--- src/rtl/multi_cycle_adder_pkg.sv ---
// Shared definitions for the multi-cycle adder: FSM encoding, default
// geometry and the chunk-index width helper.
package multi_cycle_adder_pkg;

    typedef enum logic [1:0] {
        IDLE = 2'd0,
        ADD  = 2'd1,
        DONE = 2'd2
    } state_t;

    localparam int DEF_WIDTH = 32;
    localparam int DEF_CHUNK = 8;
    localparam int NCHUNK    = DEF_WIDTH / DEF_CHUNK;

    // Width of the chunk index; a single-chunk adder still gets a 1-bit index.
    function automatic int idx_width(input int n);
        return (n > 1) ? $clog2(n) : 1;
    endfunction

endpackage

--- src/rtl/multi_cycle_adder_chunk.sv ---
// Combinational CHUNK-bit ripple adder built from full-adder cells.
// c_msb exposes the carry into the top bit so the caller can derive
// two's-complement overflow on the final chunk.
module adder_chunk #(
    parameter int CHUNK = 8
) (
    input  logic [CHUNK-1:0] a,
    input  logic [CHUNK-1:0] b,
    input  logic             cin,
    output logic [CHUNK-1:0] sum,
    output logic             cout,
    output logic             c_msb
);

    logic [CHUNK:0] carry;

    assign carry[0] = cin;

    generate
        for (genvar gi = 0; gi < CHUNK; gi++) begin : g_fa
            assign sum[gi]     = a[gi] ^ b[gi] ^ carry[gi];
            assign carry[gi+1] = (a[gi] & b[gi]) | (carry[gi] & (a[gi] ^ b[gi]));
        end
    endgenerate

    assign cout  = carry[CHUNK];
    assign c_msb = carry[CHUNK-1];

endmodule

--- src/rtl/multi_cycle_adder.sv ---
// Multi-cycle WIDTH-bit adder: one CHUNK-bit slice per clock with the
// carry registered between slices, valid/ready on both sides.
module multi_cycle_adder
    import multi_cycle_adder_pkg::*;
#(
    parameter int WIDTH = 32,
    parameter int CHUNK = 8
) (
    input  logic             clk,
    input  logic             rst_n,
    input  logic             in_valid,
    output logic             in_ready,
    input  logic [WIDTH-1:0] a,
    input  logic [WIDTH-1:0] b,
    input  logic             cin,
    output logic             out_valid,
    input  logic             out_ready,
    output logic [WIDTH-1:0] sum,
    output logic             cout,
    output logic             overflow
);

    localparam int N_CHUNK = WIDTH / CHUNK;
    localparam int IDX_W   = idx_width(N_CHUNK);
    localparam int N_SLOT  = 1 << IDX_W;
    localparam logic [IDX_W-1:0] LAST_IDX = IDX_W'(N_CHUNK - 1);

    state_t           state_reg, state_next;
    logic [IDX_W-1:0] idx_reg;
    logic             carry_reg;
    logic [WIDTH-1:0] a_reg, b_reg;
    logic             cout_reg, overflow_reg;
    logic [CHUNK-1:0] sum_slice_reg [N_CHUNK];

    logic             accept;
    logic             last_chunk;
    logic [CHUNK-1:0] chunk_a, chunk_b, chunk_sum;
    logic             chunk_cout, chunk_c_msb;

    // Slot tables padded to a power of two so the index never selects
    // outside the array, even for a single-chunk build.
    logic [CHUNK-1:0] a_slots [N_SLOT];
    logic [CHUNK-1:0] b_slots [N_SLOT];

    generate
        for (genvar gi = 0; gi < N_SLOT; gi++) begin : g_slot
            if (gi < N_CHUNK) begin : g_used
                assign a_slots[gi] = a_reg[gi*CHUNK +: CHUNK];
                assign b_slots[gi] = b_reg[gi*CHUNK +: CHUNK];
            end else begin : g_pad
                assign a_slots[gi] = '0;
                assign b_slots[gi] = '0;
            end
        end
    endgenerate

    assign chunk_a    = a_slots[idx_reg];
    assign chunk_b    = b_slots[idx_reg];
    assign accept     = (state_reg == IDLE) && in_valid;
    assign last_chunk = (idx_reg == LAST_IDX);

    adder_chunk #(.CHUNK(CHUNK)) u_chunk (
        .a     (chunk_a),
        .b     (chunk_b),
        .cin   (carry_reg),
        .sum   (chunk_sum),
        .cout  (chunk_cout),
        .c_msb (chunk_c_msb)
    );

    // State register.
    always_ff @(posedge clk or negedge rst_n) begin
        if (!rst_n) begin
            state_reg <= IDLE;
        end else begin
            state_reg <= state_next;
        end
    end

    // Next-state and handshake outputs; ready only in IDLE, valid only in DONE.
    always_comb begin
        state_next = state_reg;
        in_ready   = 1'b0;
        out_valid  = 1'b0;
        case (state_reg)
            IDLE: begin
                in_ready = 1'b1;
                if (in_valid) state_next = ADD;
            end
            ADD: begin
                if (last_chunk) state_next = DONE;
            end
            DONE: begin
                out_valid = 1'b1;
                if (out_ready) state_next = IDLE;
            end
            default: state_next = IDLE;
        endcase
    end

    // Operand capture, chunk index and inter-chunk carry.
    always_ff @(posedge clk or negedge rst_n) begin
        if (!rst_n) begin
            a_reg     <= '0;
            b_reg     <= '0;
            carry_reg <= 1'b0;
            idx_reg   <= '0;
        end else if (accept) begin
            a_reg     <= a;
            b_reg     <= b;
            carry_reg <= cin;
            idx_reg   <= '0;
        end else if (state_reg == ADD) begin
            carry_reg <= chunk_cout;
            if (!last_chunk) idx_reg <= idx_reg + 1'b1;
        end
    end

    // Final-chunk flags: carry out of the MSB and signed overflow.
    always_ff @(posedge clk or negedge rst_n) begin
        if (!rst_n) begin
            cout_reg     <= 1'b0;
            overflow_reg <= 1'b0;
        end else if ((state_reg == ADD) && last_chunk) begin
            cout_reg     <= chunk_cout;
            overflow_reg <= chunk_c_msb ^ chunk_cout;
        end
    end

    // One register per result slice, written only while its chunk is added;
    // held through DONE and IDLE so the last result stays visible.
    generate
        for (genvar gi = 0; gi < N_CHUNK; gi++) begin : g_sum
            always_ff @(posedge clk or negedge rst_n) begin
                if (!rst_n) begin
                    sum_slice_reg[gi] <= '0;
                end else if ((state_reg == ADD) && (idx_reg == IDX_W'(gi))) begin
                    sum_slice_reg[gi] <= chunk_sum;
                end
            end
            assign sum[gi*CHUNK +: CHUNK] = sum_slice_reg[gi];
        end
    endgenerate

    assign cout     = cout_reg;
    assign overflow = overflow_reg;

endmodule

--- config.mk ---
export PLATFORM = sky130hd
export DESIGN_NAME = multi_cycle_adder
export DESIGN_NICKNAME = d
export VERILOG_FILES = /design/src/rtl/multi_cycle_adder_pkg.sv /design/src/rtl/multi_cycle_adder_chunk.sv /design/src/rtl/multi_cycle_adder.sv
export SDC_FILE = /design/constraint.sdc
export NUM_CORES = 1
export LEC_CHECK = 0
export ABC_AREA = 1
export CORE_ASPECT_RATIO = 1.75
export CORE_UTILIZATION = 47
export CTS_CLUSTER_DIAMETER = 150
export DETAILED_ROUTE_END_ITERATION = 8
export PLACE_DENSITY = 0.75
export SYNTH_ARGS = -nofsm -noshare
export SYNTH_HDL_FRONTEND = slang
export SYNTH_SLANG_ARGS = --single-unit
--- constraint.sdc ---
create_clock -name clk -period 13 [get_ports clk]
set_clock_uncertainty 0.2 [all_clocks]
set_input_delay 2.6 -clock clk [delete_from_list [all_inputs] [get_ports clk]]
set_output_delay 2.6 -clock clk [all_outputs]
set_load 0.02 [all_outputs]
==> results of run 1 <==
layer usage:
layer  vias to the layer above  global-route usage, %
li1                       2003                      -
met1                      1892                   26.6
met2                       110                   40.8
met3                        32                   3.38
met4                         0                   13.1
met5                         -                      0
cell usage after synthesis:
| cell type | instances |
|---|---|
| sky130_fd_sc_hd__clkbuf_1 | 5 |
| sky130_fd_sc_hd__inv_2 | 1 |
| sky130_fd_sc_hd__buf_2 | 9 |
| sky130_fd_sc_hd__o211ai_1 | 12 |
| sky130_fd_sc_hd__dfrtp_1 | 103 |
| sky130_fd_sc_hd__nand3_1 | 14 |
| sky130_fd_sc_hd__nor2_1 | 4 |
| sky130_fd_sc_hd__nand2_1 | 402 |
| sky130_fd_sc_hd__fa_1 | 8 |
| sky130_fd_sc_hd__inv_1 | 27 |
| sky130_fd_sc_hd__clkinv_1 | 1 |
| sky130_fd_sc_hd__buf_1 | 4 |
| sky130_fd_sc_hd__nand4_1 | 1 |
| sky130_fd_sc_hd__nor2_2 | 2 |
| sky130_fd_sc_hd__buf_4 | 7 |
| sky130_fd_sc_hd__nand2_2 | 1 |
| sky130_fd_sc_hd__ha_1 | 4 |
cell type report:
type,count,share of cell area [%]
clock buffer,12,4.34
clock inverter,4,0.857
inverter,29,1.77
multi-input combinational,448,31.3
sequential,103,42.0
tap,125,2.55
timing repair buffer,106,17.2
per-stage QoR:
stage               cell area, um2  cells  setup WS [ps]
floorplan                     4740    605           8470
global placement              5820    811           7480
detailed placement            5820    811           7340
CTS                           6130    827           7310
global route                  6130    827           7060
finish                        6130    827           7330
critical path, stage by stage (launching register included):
cell and delay [ps]:
sky130_fd_sc_hd__dfrtp_1 810, sky130_fd_sc_hd__clkinv_1 710, sky130_fd_sc_hd__o211ai_1 300, sky130_fd_sc_hd__nand2_1 110, sky130_fd_sc_hd__fa_1 400, sky130_fd_sc_hd__inv_1 80, sky130_fd_sc_hd__fa_1 150, sky130_fd_sc_hd__inv_1 50
sky130_fd_sc_hd__fa_1 370, sky130_fd_sc_hd__fa_1 390, sky130_fd_sc_hd__fa_1 410, sky130_fd_sc_hd__fa_1 390, sky130_fd_sc_hd__fa_1 400, sky130_fd_sc_hd__inv_1 100, sky130_fd_sc_hd__fa_1 410, sky130_fd_sc_hd__inv_1 140
sky130_fd_sc_hd__nand2_1 70, sky130_fd_sc_hd__nand2_1 90
worst paths after layout:
check | endpoint | start | slack [ps]
max | sum[7]$_DFFE_PN0P_ | idx_reg[1]$_DFFE_PN0P_ | 7330
min | sum[4]$_DFFE_PN0P_ | sum[4]$_DFFE_PN0P_ | 270
max reg2reg | sum[7]$_DFFE_PN0P_ | idx_reg[1]$_DFFE_PN0P_ | 7330
min reg2reg | sum[4]$_DFFE_PN0P_ | sum[4]$_DFFE_PN0P_ | 270
max in group asynchronous | a_reg[12]$_DFFE_PN0P_ | rst_n | 9380
min in group asynchronous | sum[25]$_DFFE_PN0P_ | rst_n | 1980
cell families (layout without fill, tap and decap cells):
logic type                 after synthesis  count (layout)
and+or+nand+nor                        424             424
DFF                                    103             103
buffers and inverters                   54             151
adders and majority gates               12              12
AOI/OAI and AO/OA                       12              12
cells in the final DEF, fill, tap and decap left out:
master	netlist	routed
sky130_fd_sc_hd__clkbuf_16	0	9
sky130_fd_sc_hd__nor2_2	2	2
sky130_fd_sc_hd__bufinv_16	0	1
sky130_fd_sc_hd__clkbuf_8	0	3
sky130_fd_sc_hd__nand3_1	14	14
sky130_fd_sc_hd__nand2_1	402	402
sky130_fd_sc_hd__buf_4	7	3
sky130_fd_sc_hd__inv_1	27	27
sky130_fd_sc_hd__nand2_2	1	1
sky130_fd_sc_hd__inv_2	1	1
sky130_fd_sc_hd__clkdlybuf4s50_1	0	103
sky130_fd_sc_hd__fa_1	8	8
sky130_fd_sc_hd__nand4_1	1	1
sky130_fd_sc_hd__o211ai_1	12	12
sky130_fd_sc_hd__nor2_1	4	4
sky130_fd_sc_hd__clkinv_1	1	1
sky130_fd_sc_hd__ha_1	4	4
sky130_fd_sc_hd__clkinvlp_4	0	3
sky130_fd_sc_hd__dfrtp_1	103	103
where the power goes:
part           total (mW)  internal (mW)  leakage, nW  switching (mW)
Clock               0.281          0.165        0.147           0.116
Sequential          0.569          0.475         1.28          0.0936
Combinational       0.918          0.341         1.80           0.577
Total                1.77          0.981         3.23           0.787
==> impl_results.rst, run 1 <==
.. list-table::
   :header-rows: 1

   * - Metric
     - Value
   * - Run status
     - complete, no violations
   * - Post-synthesis mux area share
     - 0%
   * - Met2 Wirelength
     - 5.89 mm
   * - Layout overhead on the synthesized area
     - 29.5%
   * - Data required time at the worst endpoint
     - 13,090 ps
   * - Sequential cell area fraction in the yosys report
     - 54.4%
   * - Number of global-route vias before repair
     - 4,029
   * - Final WL
     - 11.2 mm
   * - Setup repair after global routing missed its margin
     - false
   * - Final hold violation count
     - 0
   * - Clock latency reported for the late side of the worst-skew pair
     - 350 ps
   * - Core region area
     - 9850 um2
   * - Number of nets in the final layout
     - 778
   * - Critical Path Fanout Max
     - 20
   * - Post-route antenna net violation count
     - 0
   * - Post-Synthesis Cells
     - 605
   * - Critical path class
     - reg -> reg
   * - Clock Pin Slew Worst Setup and Hold Paths
     - 70 ps
   * - Met3 layer wire length in the routed design
     - 399 um
   * - DRC marker count from the first detailed-route iteration
     - 252
   * - Final worst path period need
     - 5670 ps
   * - Effective utilization at floorplan
     - 48.1%
   * - Biggest area contributors in the synthesized netlist
     - sky130_fd_sc_hd__dfrtp_1 (54%), sky130_fd_sc_hd__nand2_1 (32%), sky130_fd_sc_hd__fa_1 (3.4%)
   * - GRT overflow
     - 0
   * - Worst min-delay path class
     - reg -> reg
   * - Proportion of netlist area held by the largest area contributor
     - 54.4%
   * - N_diodes
     - 0
   * - Fmax achieved
     - 176 MHz
   * - M1 wire length
     - 4.46 mm
   * - Worst Reg2Reg Path Length in Cells
     - 17
   * - DIE HEIGHT
     - 135 um
   * - Quantity of gates resized following cts
     - 0
   * - Global-route wire length before repair
     - 18.5 mm
   * - Worst voltage drop across the vdd grid
     - 0.167 mV
   * - TritonCTS clock tree
     - done
   * - Library cell with the largest summed area after synthesis
     - sky130_fd_sc_hd__dfrtp_1
   * - Synth Area in Adders
     - 4.44%
   * - LEAKAGE
     - 3.23 nW
   * - Post-detailed-route via-to-cell ratio
     - 4.88
   * - Maximum number of pins on one net before global-route repair
     - 72
   * - Total vias in the final route
     - 4,037
   * - H-tree Lvls
     - 3
   * - Routed wire length per instance
     - 13.5 um
   * - Simple logic cell fraction of the synthesized area
     - 34.2%
   * - Distinct cell type count after synthesis
     - 17
   * - Max-slew violation count
     - 0
   * - Synth Area in XOR/XNOR
     - 0%
   * - Synthesized Nets
     - 686
   * - CP Data Arrival Time
     - 5760 ps
   * - Top Layer Used
     - met4
   * - Type of element capturing the critical path
     - flip-flop
   * - Worst hold margin
     - 269 ps
   * - Fraction of final layout cells sized beyond drive strength 1
     - 3.28%
   * - Period Utilization, post-route
     - 43.6%
   * - Setup total negative slack
     - 0 ps
   * - Overall track demand over capacity in global routing
     - 23.1%
   * - Post-CTS setup buffers
     - 0
   * - Core Rows
     - 48
   * - Filler Cells Inserted
     - 886
   * - Main combinational cell family by area after synthesis
     - simple AND/OR/NAND/NOR gates
   * - Maximum Capacitance Violations
     - 0
   * - Area used by sequential logic in the layout
     - 2580 um2
   * - Complex-gate fraction of the synthesized area
     - 1.90%
   * - Total Die Area
     - 10,500 um2
   * - Total power
     - 1.77 mW
   * - Count of endpoints failing setup in the final report
     - 0
   * - Detailed-route DRC error count
     - 0
   * - Utilization of the core after routing
     - 62.3%
   * - Number of antenna violations at the first check in global routing
     - 0
   * - Worst Hold Path Cells
     - 2
   * - Number of buffers added to fix hold violations after cts
     - 0
   * - Count of port buffers added during placement
     - 104
   * - DP Wirelength
     - 7.91 mm
   * - Warning count from the yosys run
     - 0
   * - Horizontal die dimension
     - 77.9 um
   * - Synthesized area per cell
     - 7.83 um2
   * - Setup crit start kind
     - flip-flop
   * - Length of the first detailed-routing pass in iterations
     - 4
   * - Number of buffers inserted during clock tree synthesis
     - 9
   * - Ratio of total power to cell area
     - 288 nW/um2
   * - Transition time of the tightest slew-check pin
     - 1250 ps
   * - Register bit count reported by yosys
     - 103
   * - Total number of clock tree sinks
     - 103
   * - Number of ports placed on the die boundary
     - 105
   * - Maximum root-to-sink buffer count
     - 2
   * - Footprint of the multi-input gates
     - 1920 um2
   * - Global placement routability congestion
     - 0.834
   * - Worst rel slew slack
     - 16.6%
   * - Total standard cell area after synthesis
     - 4740 um2
   * - Root buffer selected by CTS
     - sky130_fd_sc_hd__clkbuf_16
Power figures use the tool's default switching activity.
==> inputs of run 2 (changes only) <==
--- a/config.mk
+++ b/config.mk
@@ -7,10 +7,10 @@
 export LEC_CHECK = 0
 export ABC_AREA = 1
 export CORE_ASPECT_RATIO = 1.75
-export CORE_UTILIZATION = 47
+export CORE_UTILIZATION = 46
 export CTS_CLUSTER_DIAMETER = 150
 export DETAILED_ROUTE_END_ITERATION = 8
-export PLACE_DENSITY = 0.75
+export PLACE_DENSITY = 0.77
 export SYNTH_ARGS = -nofsm -noshare
 export SYNTH_HDL_FRONTEND = slang
 export SYNTH_SLANG_ARGS = --single-unit
==> constraint.sdc (replaced) <==
create_clock -name clk -period 4.95 [get_ports clk]
set_clock_uncertainty 0.2 [all_clocks]
set_input_delay 0.99 -clock clk [delete_from_list [all_inputs] [get_ports clk]]
set_output_delay 0.99 -clock clk [all_outputs]
set_load 0.02 [all_outputs]
==> run 2 against run 1 <==
Net effect: largest cell class unchanged; wire length grew 3.3%; sequential cell count unchanged; global-route usage is 0.085 points higher; critical path type unchanged.
==> impl_results.rst, run 2 (synthesis results as in run 1) <==
.. list-table::
   :header-rows: 1

   * - Metric
     - Value
   * - Fraction of final layout cells sized beyond drive strength 1
     - 3.68% (+0.40 points)
   * - Data required time at the worst endpoint
     - 5040 ps (-8050 ps)
   * - Period Utilization, post-route
     - 94.9% (+51 points)
   * - DRC marker count from the first detailed-route iteration
     - 226 (-10%)
   * - Number of nets in the final layout
     - 783 (+0.64%)
   * - Critical Path Fanout Max
     - 12 (-40%)
   * - GRT overflow
     - 0 (unchanged)
   * - Worst reg2reg startpoint
     - idx_reg[0]$_DFFE_PN0P_
   * - Fmax achieved
     - 213 MHz (+21%)
   * - Hold path startpoint
     - sum[9]$_DFFE_PN0P_
   * - M2 GR Usage
     - 39.8% (-0.95 points)
   * - Number of buffers added to fix hold violations after cts
     - 0 (unchanged)
   * - Setup repair after global routing missed its margin
     - false
   * - Reg-to-reg slack, setup
     - 250 ps (-7070 ps)
   * - N_diodes
     - 0 (unchanged)
   * - Detailed-route DRC error count
     - 0 (unchanged)
   * - LEAKAGE
     - 3.25 nW (+0.47%)
   * - Overall track demand over capacity in global routing
     - 23.2% (+0.085 points)
   * - H-tree Lvls
     - 3 (unchanged)
   * - Transition time of the tightest slew-check pin
     - 1010 ps (-232 ps)
   * - Quantity of gates resized following cts
     - 0 (unchanged)
   * - Critical path class
     - reg -> reg
   * - PnR worst setup slack
     - 255 ps (-7070 ps)
   * - TritonCTS clock tree
     - done
   * - Post-CTS setup buffers
     - 0 (unchanged)
   * - Total vias in the final route
     - 4,065 (+0.69%)
   * - Layout overhead on the synthesized area
     - 29.8%
   * - Core Rows
     - 48 (unchanged)
   * - Setup WS pre-CTS
     - 207 ps (-7130 ps)
   * - Most frequent cells in the layout
     - sky130_fd_sc_hd__nand2_1 (402), sky130_fd_sc_hd__clkdlybuf4s50_1 (103), sky130_fd_sc_hd__dfrtp_1 (102), sky130_fd_sc_hd__inv_1 (27), sky130_fd_sc_hd__nand3_1 (14)
   * - Worst Hold Path Cells
     - 2 (unchanged)
   * - Post-detailed-route via-to-cell ratio
     - 4.89 (about the same)
   * - DIE HEIGHT
     - 136 um (+1.1%)
   * - Destination of the worst register-to-register timing path
     - sum[23]$_DFFE_PN0P_
   * - Most frequent standard cell in the layout excluding fill and tap cells
     - sky130_fd_sc_hd__nand2_1
   * - Total number of clock tree sinks
     - 103 (unchanged)
   * - Routed wire length per instance
     - 13.9 um (+2.7%)
   * - Type of element capturing the critical path
     - flip-flop
   * - Worst voltage drop across the vdd grid
     - 0.403 mV (+140%)
   * - Clock Pin Slew Worst Setup and Hold Paths
     - 70 ps (about the same)
   * - Clock latency reported for the late side of the worst-skew pair
     - 350 ps (about the same)
   * - Hold Path Sink
     - sum[9]$_DFFE_PN0P_
   * - Number of ports placed on the die boundary
     - 105 (unchanged)
   * - CP Data Arrival Time
     - 4790 ps (-970 ps)
   * - Worst rel slew slack
     - 32.4% (+16 points)
   * - Final hold violation count
     - 0 (unchanged)
   * - Top Usage Layer GRT
     - met2
   * - Horizontal die dimension
     - 78.7 um (+1.1%)
   * - Final worst path period need
     - 4700 ps (-977 ps)
   * - Setup total negative slack
     - 0 ps (unchanged)
   * - Total Die Area
     - 10,700 um2 (+2.1%)
   * - Global-route wire length before repair
     - 18.8 mm (+1.6%)
   * - Total power
     - 4.64 mW (+160%)
   * - DP Wirelength
     - 8.42 mm (+6.5%)
   * - Number of buffers inserted during clock tree synthesis
     - 9 (unchanged)
   * - Effective utilization at floorplan
     - 47.8% (-0.29 points)
   * - Met1 demand-to-capacity share in global routing
     - 27.2% (+0.67 points)
   * - Run status
     - complete, no violations
   * - Number of global-route vias before repair
     - 3,974 (-1.4%)
   * - Length of the first detailed-routing pass in iterations
     - 4 (unchanged)
   * - Filler Cells Inserted
     - 887 (+0.11%)
   * - Maximum number of pins on one net before global-route repair
     - 80 (+11%)
   * - Setup crit start kind
     - flip-flop
   * - Core region area
     - 9910 um2 (+0.61%)
   * - Worst Reg2Reg Path Length in Cells
     - 19 (+2)
   * - Number of antenna violations at the first check in global routing
     - 0 (unchanged)
   * - Global placement routability congestion
     - 0.885 (+6.2%)
   * - Ratio of total power to cell area
     - 755 nW/um2 (+160%)
   * - Count of port buffers added during placement
     - 104 (unchanged)
   * - Root buffer selected by CTS
     - sky130_fd_sc_hd__clkbuf_16
   * - Maximum Capacitance Violations
     - 0 (unchanged)
   * - Count of endpoints failing setup in the final report
     - 0 (unchanged)
   * - Worst min-delay path class
     - reg -> reg
   * - Max-slew violation count
     - 0 (unchanged)
   * - Final WL
     - 11.6 mm (+3.3%)
   * - Post-route antenna net violation count
     - 0 (unchanged)
   * - Maximum root-to-sink buffer count
     - 2 (unchanged)
   * - Met3 track utilization from global routing
     - 3.62% (+0.25 points)
==> run 2: changes by cell type in the layout (fill, tap and decap cells not counted), sizes merged <==
cell / previous run / this run
clkinv: 1 / 2
clkbuf: 12 / 13
buf: 3 / 8
clkinvlp: 3 / 1
==> run 2: layout make-up <==
cell class | count | area (um2) | share of cell area, %
clock buffers | 13 | 250 | 4.07
multi-input cells | 448 | 1920 | 31.2
repair buffers | 111 | 1090 | 17.7
flip-flops and latches | 103 | 2580 | 41.9
clock inverters | 3 | 42.5 | 0.692
inverters | 29 | 109 | 1.77
well taps | 125 | 156 | 2.54
==> run 2: per-layer routing <==
metal	share of wire [%]	wire, um	vias to the layer above
met2	53	6170	112
met3	3.1	356	30
met1	40	4610	1910
met4	3.7	427	0
met5	0	0	-
li1	-	-	2013
==> run 2: power by group <==
group          internal [mW]  leakage, nW  switching, mW  total (mW)
clock                  0.405        0.140          0.295       0.700
combinational          0.916         1.82           1.51        2.43
sequential              1.25         1.28          0.257        1.51
total                   2.57         3.25           2.07        4.64
==> run 2: stage by stage <==
| step | instance area, um2 | instances | hold WS [ps] | utilization [%] |
|---|---|---|---|---|
| finish | 6150 | 832 | 267 | 62.0 |
| global route | 6150 | 832 | 283 | 62.0 |
| CTS | 6150 | 832 | 273 | 62.0 |
| detailed placement | 5850 | 816 | 258 | 59.1 |
| global placement | 5850 | 816 | 254 | 59.1 |
| floorplan | 4740 | 605 | 249 | - |
==> run 2: worst max path at each step <==
stage / from / to / cells past startpoint
final: idx_reg[0]$_DFFE_PN0P_ / sum[23]$_DFFE_PN0P_ / 19
after global routing: idx_reg[0]$_DFFE_PN0P_ / sum[23]$_DFFE_PN0P_ / 19
after CTS: idx_reg[0]$_DFFE_PN0P_ / sum[23]$_DFFE_PN0P_ / 19
after detailed placement: idx_reg[0]$_DFFE_PN0P_ / sum[15]$_DFFE_PN0P_ / 19
after global placement: idx_reg[0]$_DFFE_PN0P_ / sum[7]$_DFFE_PN0P_ / 19
after floorplan: idx_reg[0]$_DFFE_PN0P_ / sum[15]$_DFFE_PN0P_ / 19
==> run 2: critical path, stage by stage (launching register included) <==
cell and delay [ps]:
sky130_fd_sc_hd__dfrtp_2 470, sky130_fd_sc_hd__inv_1 210, sky130_fd_sc_hd__nand2_1 100, sky130_fd_sc_hd__nand2_1 50
sky130_fd_sc_hd__nand2_1 50, sky130_fd_sc_hd__nand2_1 70, sky130_fd_sc_hd__fa_1 390, sky130_fd_sc_hd__inv_1 80
sky130_fd_sc_hd__fa_1 160, sky130_fd_sc_hd__inv_1 50, sky130_fd_sc_hd__fa_1 390, sky130_fd_sc_hd__fa_1 400
sky130_fd_sc_hd__fa_1 400, sky130_fd_sc_hd__fa_1 400, sky130_fd_sc_hd__fa_1 400, sky130_fd_sc_hd__inv_1 100
sky130_fd_sc_hd__fa_1 410, sky130_fd_sc_hd__inv_1 120, sky130_fd_sc_hd__nand2_1 80, sky130_fd_sc_hd__nand2_1 100
==> inputs of run 3 (changes only) <==
--- a/config.mk
+++ b/config.mk
@@ -8,9 +8,9 @@
 export ABC_AREA = 1
 export CORE_ASPECT_RATIO = 1.75
 export CORE_UTILIZATION = 46
-export CTS_CLUSTER_DIAMETER = 150
 export DETAILED_ROUTE_END_ITERATION = 8
 export PLACE_DENSITY = 0.77
+export RECOVER_POWER = 100
 export SYNTH_ARGS = -nofsm -noshare
 export SYNTH_HDL_FRONTEND = slang
 export SYNTH_SLANG_ARGS = --single-unit
==> run 3 against run 2 <==
Net effect: the run now ends with max-capacitance violations, max-slew violations left; total power fell by 1.1%; maximum frequency barely moved; final cell count did not move; sequential power barely moved; setup slack improved by 2.2 ps; global-route usage did not move; utilization fell by 0.14 points; critical path type unchanged.
==> impl_results.rst, run 3 (synthesis results as in run 1) <==
.. list-table::
   :header-rows: 1

   * - Metric
     - Value
   * - Run status
     - complete, but fails checks
   * - Violated checks
     - max-capacitance violations, max-slew violations
   * - Transition time of the tightest slew-check pin
     - 2770 ps (+1750 ps)
   * - Period Utilization, post-route
     - 94.8% (about the same)
   * - Crit path buffers/inverters
     - 5 (unchanged)
   * - Gate family responsible for the most delay along the worst path
     - adder cells
   * - Fmax achieved
     - 213 MHz (about the same)
   * - Critical path class
     - reg -> reg
   * - Horizontal die dimension
     - 78.7 um (unchanged)
   * - Type of element capturing the critical path
     - flip-flop
   * - Maximum root-to-sink buffer count
     - 2 (unchanged)
   * - Setup crit start kind
     - flip-flop
   * - Clock latency reported for the late side of the worst-skew pair
     - 350 ps (about the same)
   * - Final hold violation count
     - 0 (unchanged)
   * - Total vias in the final route
     - 4,081 (+0.39%)
   * - Proportion of power drawn by flip-flops and latches
     - 32.7% (+0.2 points)
   * - M1 wire length
     - 4.39 mm (-4.8%)
   * - Met3 layer wire length in the routed design
     - 453 um (+27%)
   * - Reg-to-reg slack, setup
     - 260 ps (about the same)
   * - DIE HEIGHT
     - 136 um (unchanged)
   * - CP Data Arrival Time
     - 4780 ps (about the same)
   * - Max-slew violation count
     - 149 (+149)
   * - Root buffer selected by CTS
     - sky130_fd_sc_hd__clkbuf_16
   * - Clock Pin Slew Worst Setup and Hold Paths
     - 70 ps (about the same)
   * - Cell mode on critical path
     - sky130_fd_sc_hd__fa_1
   * - Post-route antenna net violation count
     - 0 (unchanged)
   * - Worst hold margin
     - 262 ps (-4.80 ps)
   * - Relative contribution of combinational cells to total power
     - 52.1% (-0.3 points)
   * - Effective utilization at floorplan
     - 47.8% (unchanged)
   * - Met2 Wirelength
     - 6.28 mm (+1.8%)
   * - Number of antenna violations at the first check in global routing
     - 0 (unchanged)
   * - N_diodes
     - 0 (unchanged)
   * - Crit path max-delay cell type
     - sky130_fd_sc_hd__dfrtp_2
   * - Number of ports placed on the die boundary
     - 105 (unchanged)
   * - Worst path max stage delay
     - 470 ps (about the same)
   * - Ratio of total power to cell area
     - 748 nW/um2 (-0.87%)
   * - H-tree Lvls
     - 3 (unchanged)
   * - Layout overhead on the synthesized area
     - 29.5%
   * - Post-detailed-route via-to-cell ratio
     - 4.91 (+0.39%)
   * - Total number of clock tree sinks
     - 103 (unchanged)
   * - Net switching power of the design
     - 2.06 mW (-0.35%)
   * - Worst voltage drop across the vdd grid
     - 0.401 mV (-0.44%)
   * - Number of global-route vias before repair
     - 3,974 (unchanged)
   * - Length of the first detailed-routing pass in iterations
     - 4 (unchanged)
   * - Critical Path Fanout Max
     - 12 (unchanged)
   * - Cell breakdown of the critical path
     - inv_1 -> nand2_1 -> nand2_1 -> nand2_1 -> nand2_1 -> fa_1 -> inv_1 -> fa_1 -> inv_1 -> fa_1 -> fa_1 -> fa_1 -> fa_1 -> fa_1 -> inv_1 -> fa_1 -> inv_1 -> nand2_1 -> nand2_1
   * - Global placement routability congestion
     - 0.885 (unchanged)
   * - P_int
     - 2.53 mW (-1.7%)
   * - Core region area
     - 9910 um2 (unchanged)
   * - Final WL
     - 11.5 mm (-0.61%)
   * - Number of buffers inserted during clock tree synthesis
     - 9 (unchanged)
   * - Routed wire length per instance
     - 13.8 um (-0.61%)
   * - Most frequent cells in the layout
     - sky130_fd_sc_hd__nand2_1 (402), sky130_fd_sc_hd__dfrtp_1 (102), sky130_fd_sc_hd__clkdlybuf4s50_1 (66), sky130_fd_sc_hd__dlygate4sd3_1 (37), sky130_fd_sc_hd__inv_1 (27)
   * - TritonCTS clock tree
     - done
   * - GRT overflow
     - 0 (unchanged)
   * - Setup repair after global routing missed its margin
     - false
   * - DP Wirelength
     - 8.42 mm (unchanged)
   * - Final worst path period need
     - 4690 ps (-2.23 ps)
   * - Clock power share
     - 15.2% (about the same)
   * - Filler Cells Inserted
     - 892 (+0.56%)
   * - Maximum Capacitance Violations
     - 2 (+2)
   * - Most frequent standard cell in the layout excluding fill and tap cells
     - sky130_fd_sc_hd__nand2_1
   * - LEAKAGE
     - 3.29 nW (+1.4%)
   * - Worst rel slew slack
     - -84.5% (-120 points)
   * - Overall track demand over capacity in global routing
     - 23.2% (unchanged)
   * - Data required time at the worst endpoint
     - 5040 ps (about the same)
   * - Total Die Area
     - 10,700 um2 (unchanged)
   * - Switching part of the total
     - 44.9% (+0.33 points)
   * - Count of port buffers added during placement
     - 104 (unchanged)
   * - Fraction of final layout cells sized beyond drive strength 1
     - 3.25% (-0.42 points)
   * - Global-route wire length before repair
     - 18.8 mm (unchanged)
   * - Worst min-delay path class
     - reg -> reg
   * - Setup total negative slack
     - 0 ps (unchanged)
   * - Number of buffers added to fix hold violations after cts
     - 0 (unchanged)
   * - Number of nets in the final layout
     - 783 (unchanged)
   * - Core Rows
     - 48 (unchanged)
   * - Detailed-route DRC error count
     - 0 (unchanged)
   * - DRC marker count from the first detailed-route iteration
     - 224 (-0.88%)
   * - Top Layer Used
     - met4
   * - Maximum number of pins on one net before global-route repair
     - 80 (unchanged)
   * - Count of endpoints failing setup in the final report
     - 0 (unchanged)
-- run 3: power groups by stage --
stage               Clock (mW)  Combinational (mW)  Sequential [mW]
finish                   0.698                2.39             1.50
global route             0.740                2.66             1.55
CTS                      0.705                2.45             1.51
detailed placement           0                2.43             1.52
global placement             0                2.36             1.50
floorplan                    0                1.45             1.59
-- run 3: layer usage --
layer,track usage [%],up-vias
li1,-,2018
met1,27.2,1922
met2,39.8,113
met3,3.62,28
met4,13.2,0
met5,0,-
-- run 3: tightest hold or removal path, delay by kind of cell (launching register included) --
kind | cells | cell delay [ps]
DFF | 1 | 340
and+or+nand+nor | 2 | 90
-- run 3: stage by stage --
| step | power (mW) | utilization [%] | worst slack, ps | instances | instance area (um2) |
|---|---|---|---|---|---|
| detailed placement | 3.94 | 59.1 | 207 | 816 | 5850 |
| finish | 4.59 | 61.9 | 257 | 832 | 6130 |
| floorplan | 3.03 | - | 422 | 605 | 4740 |
| CTS | 4.66 | 62.0 | 170 | 832 | 6150 |
| global route | 4.95 | 61.9 | 13.5 | 832 | 6130 |
| global placement | 3.86 | 59.1 | 344 | 816 | 5850 |
-- run 3: area by class of cell --
| cell class | instances | area, um2 | share of cell area (%) |
|---|---|---|---|
| Clock buffer | 13 | 250 | 4.08 |
| Clock inverter | 3 | 42.5 | 0.694 |
| Tap cell | 125 | 156 | 2.55 |
| Inverter | 29 | 109 | 1.77 |
| Multi-Input combinational cell | 448 | 1920 | 31.3 |
| Sequential cell | 103 | 2580 | 42.0 |
| Timing Repair Buffer | 111 | 1080 | 17.6 |
-- run 3: what timing repair did --
action,in CTS,in global routing
gates resized for setup,0,1
buffers inserted,0,0
endpoints found under the setup margin,0,5
-- run 3: worst paths after layout --
kind / end / from / cells after the start
worst max-delay path: sum[23]$_DFFE_PN0P_ / idx_reg[0]$_DFFE_PN0P_ / 19
worst min-delay path: sum[9]$_DFFE_PN0P_ / sum[9]$_DFFE_PN0P_ / 2
worst max register to register: sum[23]$_DFFE_PN0P_ / idx_reg[0]$_DFFE_PN0P_ / 19
worst min register to register: sum[9]$_DFFE_PN0P_ / sum[9]$_DFFE_PN0P_ / 2
max in group asynchronous: a_reg[20]$_DFFE_PN0P_ / rst_n / 2
min in group asynchronous: sum[18]$_DFFE_PN0P_ / rst_n / 1
